**src/rtl/tx_responder.sv**
```systemverilog
// -----------------------------------------------------------------------------
// tx_responder
//
// Purpose:
//   Responder side of a request/acknowledge transfer handshake. An accepted
//   request runs through a preparation phase (busy), a data phase of TX_LEN
//   acknowledged beats (ack) and a one-cycle completion pulse (endtx). The
//   FSM then waits for the requester to drop req, so a held request cannot
//   start a second transfer. A request that arrives while the sink is not
//   ready is rejected with a one-cycle retry pulse. Rejections are counted
//   in a saturating counter that clears when a transfer completes.
//
// Parameters:
//   BUSY_CYC  busy-phase length in cycles (1..15)
//   TX_LEN    number of ack beats per transfer (1..15)
//
// Ports:
//   clk        in   sole clock, rising edge
//   rst        in   asynchronous active-high reset
//   req        in   level-sensitive transfer request
//   sink_rdy   in   sink can accept a transfer (looked at only in IDLE)
//   ack        out  data-beat acknowledge, high while in XFER
//   retry      out  one-cycle reject pulse
//   busy       out  high while in BUSY
//   endtx      out  one-cycle end-of-transfer pulse
//   retry_cnt  out  saturating count of retries since the last completion
//
// All outputs are flops loaded from a decode of the next state, so each
// output is high exactly in the cycles the FSM spends in its state.
// -----------------------------------------------------------------------------
module tx_responder #(
  parameter int unsigned BUSY_CYC = 2,
  parameter int unsigned TX_LEN   = 4
) (
  input  logic       clk,
  input  logic       rst,
  input  logic       req,
  input  logic       sink_rdy,
  output logic       ack,
  output logic       retry,
  output logic       busy,
  output logic       endtx,
  output logic [7:0] retry_cnt
);

  // FSM encoding
  localparam logic [2:0] S_IDLE   = 3'd0;
  localparam logic [2:0] S_BUSY   = 3'd1;
  localparam logic [2:0] S_XFER   = 3'd2;
  localparam logic [2:0] S_RETRY  = 3'd3;
  localparam logic [2:0] S_END    = 3'd4;
  localparam logic [2:0] S_WAITLO = 3'd5;

  // Counters are loaded with length-1 on state entry and the state is left
  // on the edge where they read zero, giving exactly N cycles in the state.
  localparam logic [3:0] BUSY_LOAD = 4'(BUSY_CYC - 1);
  localparam logic [3:0] BEAT_LOAD = 4'(TX_LEN - 1);

  logic [2:0] state_q,     state_d;
  logic [3:0] busy_cnt_q,  busy_cnt_d;
  logic [3:0] beat_cnt_q,  beat_cnt_d;
  logic [7:0] retry_cnt_q, retry_cnt_d;
  logic       ack_q,       ack_d;
  logic       retry_q,     retry_d;
  logic       busy_q,      busy_d;
  logic       endtx_q,     endtx_d;

  // Next-state, counter and retry-count logic
  always_comb begin
    state_d     = state_q;
    busy_cnt_d  = busy_cnt_q;
    beat_cnt_d  = beat_cnt_q;
    retry_cnt_d = retry_cnt_q;
    case (state_q)
      S_IDLE: begin
        if (req == 1'b1) begin
          if (sink_rdy == 1'b1) begin
            state_d    = S_BUSY;
            busy_cnt_d = BUSY_LOAD;
          end else begin
            state_d = S_RETRY;
            // Saturate rather than wrap so a long reject storm stays visible
            if (retry_cnt_q != 8'hFF) begin
              retry_cnt_d = retry_cnt_q + 8'd1;
            end else begin
              retry_cnt_d = retry_cnt_q;
            end
          end
        end else begin
          state_d = S_IDLE;
        end
      end
      S_BUSY: begin
        // req and sink_rdy are deliberately not looked at here
        if (busy_cnt_q == 4'd0) begin
          state_d    = S_XFER;
          beat_cnt_d = BEAT_LOAD;
        end else begin
          busy_cnt_d = busy_cnt_q - 4'd1;
        end
      end
      S_XFER: begin
        // Completing the last beat wins over a simultaneous req drop
        if (beat_cnt_q == 4'd0) begin
          state_d     = S_END;
          retry_cnt_d = 8'd0;
        end else if (req == 1'b0) begin
          state_d    = S_IDLE;
          beat_cnt_d = 4'd0;
        end else begin
          beat_cnt_d = beat_cnt_q - 4'd1;
        end
      end
      S_RETRY: begin
        state_d = S_IDLE;
      end
      S_END: begin
        state_d = S_WAITLO;
      end
      S_WAITLO: begin
        if (req == 1'b0) begin
          state_d = S_IDLE;
        end else begin
          state_d = S_WAITLO;
        end
      end
      default: begin
        // Unreachable encodings recover to a quiet IDLE
        state_d    = S_IDLE;
        busy_cnt_d = 4'd0;
        beat_cnt_d = 4'd0;
      end
    endcase
  end

  // Moore output decode from the next state; flopped below
  always_comb begin
    ack_d   = (state_d == S_XFER);
    retry_d = (state_d == S_RETRY);
    busy_d  = (state_d == S_BUSY);
    endtx_d = (state_d == S_END);
  end

  // State, counter and output registers with asynchronous reset
  always_ff @(posedge clk or posedge rst) begin
    if (rst) begin
      state_q     <= S_IDLE;
      busy_cnt_q  <= 4'd0;
      beat_cnt_q  <= 4'd0;
      retry_cnt_q <= 8'd0;
      ack_q       <= 1'b0;
      retry_q     <= 1'b0;
      busy_q      <= 1'b0;
      endtx_q     <= 1'b0;
    end else begin
      state_q     <= state_d;
      busy_cnt_q  <= busy_cnt_d;
      beat_cnt_q  <= beat_cnt_d;
      retry_cnt_q <= retry_cnt_d;
      ack_q       <= ack_d;
      retry_q     <= retry_d;
      busy_q      <= busy_d;
      endtx_q     <= endtx_d;
    end
  end

  assign ack       = ack_q;
  assign retry     = retry_q;
  assign busy      = busy_q;
  assign endtx     = endtx_q;
  assign retry_cnt = retry_cnt_q;

endmodule

```
**config.mk**
```make
export PLATFORM = sky130hd
export DESIGN_NAME = tx_responder
export DESIGN_NICKNAME = d
export VERILOG_FILES = /design/src/rtl/tx_responder.sv
export SDC_FILE = /design/constraint.sdc
export NUM_CORES = 1
export LEC_CHECK = 0
export ABC_AREA = 1
export BUFFER_PORTS_ARGS = -buffer_cell sky130_fd_sc_hd__buf_2
export CAP_MARGIN = 20
export CORE_MARGIN = 4
export CORE_UTILIZATION = 47
export CTS_CLUSTER_DIAMETER = 80
export DETAILED_ROUTE_END_ITERATION = 12
export PLACE_DENSITY = 0.77
export SKIP_CTS_REPAIR_TIMING = 1
export SLEW_MARGIN = 20
export SYNTH_ARGS = -nofsm -noshare
export SYNTH_HDL_FRONTEND = slang
export SYNTH_SLANG_ARGS = --single-unit
```
**constraint.sdc**
```tcl
create_clock -name clk -period 1.58 [get_ports clk]
set_input_delay 0.237 -clock clk [delete_from_list [all_inputs] [get_ports clk]]
set_output_delay 0.237 -clock clk [all_outputs]
set_load 0.03 [all_outputs]
```
==> summary.md <==
| Metric | Value |
|---|---|
| # port buffers | 15 |
| Required @ worst endpoint | 1810 ps |
| H-tree levels | 1 |
| Met3 WL post-DR | 76 µm |
| Unrepaired setup endpoints after global routing | yes |
| Syn Std Cell Area | 0.00147 mm² |
| Global routing usage summed across all routing layers | 15.6% |
| Remaining DRCs | 0 |
| Leakage power | 0.968 nW |
| CTS clock-pin slew for the worst setup and hold paths | 130 ps |
| CTS Root Buffer Type | sky130_fd_sc_hd__clkbuf_4 |
| Peak supply drop | 0.792 mV |
| Number of buffers created by CTS | 3 |
| Signal arrival time at the worst endpoint | 1660 ps |
| Element type at the critical path end | register |
| Cell-internal power | 0.00154 W |
| Final Wtd Congestion | 0.873 |
| Psw | 0.00154 W |
| Boundary Pins | 16 |
| Detailed placer's ending HPWL | 2.19 mm |
| Largest fanout on the critical path | 7 |
| Global-route wire length before repair | 5.11 mm |
| Commonest non-fill, non-tap cell in the layout | sky130_fd_sc_hd__nand2_1 |
| Final Slew Violations | 0 |
| Critical path type | reg2reg |
| Switching share of total power | 50.1% |
| Fraction of final layout cells with drive strength greater than 1 | 22.7% |
| Max Cap Violations | 0 |
| Effective utilization at floorplan | 48.5% |
| Slack of the critical path | 147 ps |
| Total core area | 0.00303 mm² |
| Std-Cell Rows | 20 |
| Overall die width | 63.9 µm |
| Sum of internal, switching and leakage power | 0.00308 W |
| Worst Tran Pin Value | 295 ps |
| Number of buffers on the longest clock path | 2 |
| R2R cell count | 8 |
| Number of nets with antenna violations after routing | 0 |
| Residual overflow from global routing | 0 |
| Flops & latches, synth | 23 |
| Gate power share | 59.4% |
| Ratio of total power to cell area | 1820 mW/mm² |
| Max transition margin | 80.4% |
| Worst-case hold slack | 242 ps |
| Worst slack at placement | 132 ps |
| Count of TritonRoute iterations in the first routing pass | 4 |
| Post-Syn Nets | 207 |
| Cells after Synth | 199 |
| Post-detailed-route wirelength per cell | 10.8 µm |
| Sum of met2 wire segment lengths after detailed routing | 1.41 mm |
| Ant diodes | 0 |
| Worst-skew pair later-pin latency | 310 ps |
| Multi-input logic area | 776 µm² |
| Peak clock frequency supported by timing | 698 MHz |
| Post-Route Setup TNS | 0 ps |
| WL met1 | 1.40 mm |
| Commonest cells after routing, fill and taps aside | sky130_fd_sc_hd__nand2_1 (64), sky130_fd_sc_hd__inv_1 (27), sky130_fd_sc_hd__dfrtp_1 (21), sky130_fd_sc_hd__nor2_1 (19), sky130_fd_sc_hd__buf_2 (15) |
| Startpoint types | register |
| Vertical die dimension | 63.9 µm |
| Avg Cell Area, Syn | 7.38 µm² |
| Hold Vio Cnt, Final | 0 |
| Final worst-path cycle share | 90.7% |
| Min Clock Period, post-route | 1430 ps |
| Final clock skew | 4.20 ps |
| Type of the tightest min-delay check | in2reg |
| Setup-violating endpoint count in the final report | 0 |
| Vias after detailed routing | 1239 |
| Routed wire length | 2.91 mm |
| Cell depth of the worst min-delay path | 3 |
| Area of placed instances | 0.00162 mm² |
| Reg power frac | 31.6% |
| Fill cell instance count of the final layout | 299 |
| Count of distinct cell types in the synthesized netlist | 25 |
| Number of global-route vias before repair | 1160 |
| Number of warnings reported in the yosys synthesis log | 0 |
| Top Layer Used | met4 |
| Pin count of the biggest net entering global routing | 24 |
| Clock sink count | 23 |
| Clock tree from TritonCTS | built |
| Clock share of power | 9.0% |
| Growth of design area from synthesis to finish | 15.3% |
| Seq. cell area | 578 µm² |
| Via density per instance | 4.61 |
| Die Area | 0.00408 mm² |
| Final Instance Area | 0.00169 mm² |
| Initial drt markers | 103 |
| Part of the Yosys area used for sequential elements | 39.2% |
| NumNets Final | 234 |
| Number of antenna violations at the first check in global routing | 0 |
| Run status | complete, no violations |
-- synthesized netlist by cell type (all sizes together) --
| master | n | area share (%) |
|---|---|---|
| o21bai | 8 | 4.1 |
| nand2 | 71 | 20 |
| or2 | 1 | 0.43 |
| nand4 | 2 | 0.85 |
| nand3b | 1 | 0.51 |
| nor3 | 1 | 0.34 |
| nand3 | 13 | 5.5 |
| nor2 | 25 | 9.8 |
| buf | 2 | 1.3 |
| xnor2 | 1 | 0.60 |
| o21ai | 10 | 3.4 |
| xor2 | 3 | 1.8 |
| o211ai | 1 | 0.51 |
| o21a | 1 | 0.51 |
| dfrtp | 23 | 39 |
| ha | 4 | 3.4 |
| inv | 32 | 8.2 |
-- flip-flops by register name, summed over array words and instances, names as in the netlist --
signal and count:
beat_cnt_q 4, ack 1, state_q 3, retry 1
busy 1, endtx 1, busy_cnt_q 4, retry_cnt 8
-- metal layers --
metal,vias to the layer above,track usage [%]
li1,668,-
met1,551,20.6
met2,18,25.8
met3,2,2.11
met4,0,5.66
met5,-,0
-- area by class of cell --
type                       instances  area share [%]
clock inverter                     1           0.295
timing repair buffer              23            8.12
tap                               44            3.25
multi-input combinational        143            45.8
sequential                        23            34.1
clock buffer                       3            1.33
inverter                          32            7.09
-- power groups by stage --
stage               Clock, W  Sequential (W)  Combinational (W)
detailed placement         0        0.000971            0.00172
global placement           0        0.000971            0.00170
global route        0.000312         0.00100            0.00209
CTS                 0.000288        0.000959            0.00172
floorplan                  0         0.00108            0.00125
finish              0.000277        0.000973            0.00183
-- logic make-up (layout without fill, tap and decap cells) --
family / after synthesis / count (layout) / synth area share (%)
flops: 23 / 23 / 39.2
compound gates: 20 / 20 / 8.52
buf+inv: 34 / 59 / 9.45
xor+xnor: 4 / 4 / 2.39
fa+ha+maj: 4 / 4 / 3.41
simple gates: 114 / 115 / 37.1
-- stage by stage --
stage	util [%]	std cells
floorplan	-	199
finish	56.0	269
global route	56.0	269
global placement	53.4	261
detailed placement	53.4	261
CTS	54.3	265
-- critical path: stages, from the launching register on --
cell and delay (ps):
sky130_fd_sc_hd__dfrtp_1 400, sky130_fd_sc_hd__inv_1 90, sky130_fd_sc_hd__ha_1 170, sky130_fd_sc_hd__inv_1 50, sky130_fd_sc_hd__nor2_1 100, sky130_fd_sc_hd__nand2_1 80
sky130_fd_sc_hd__nand2_1 150, sky130_fd_sc_hd__nand3_4 120, sky130_fd_sc_hd__o21ai_0 190
-- worst paths after layout --
path | startpoint | endpoint | slack, ps
max | busy_cnt_q[0] | beat_cnt_q[3] | 150
min | req | retry | 240
max reg2reg | busy_cnt_q[0] | beat_cnt_q[3] | 150
min reg2reg | beat_cnt_q[1] | beat_cnt_q[1] | 530
max in group asynchronous | rst | state_q[2] | 850
min in group asynchronous | rst | beat_cnt_q[0] | 480
(Power assumes the default switching activity.)
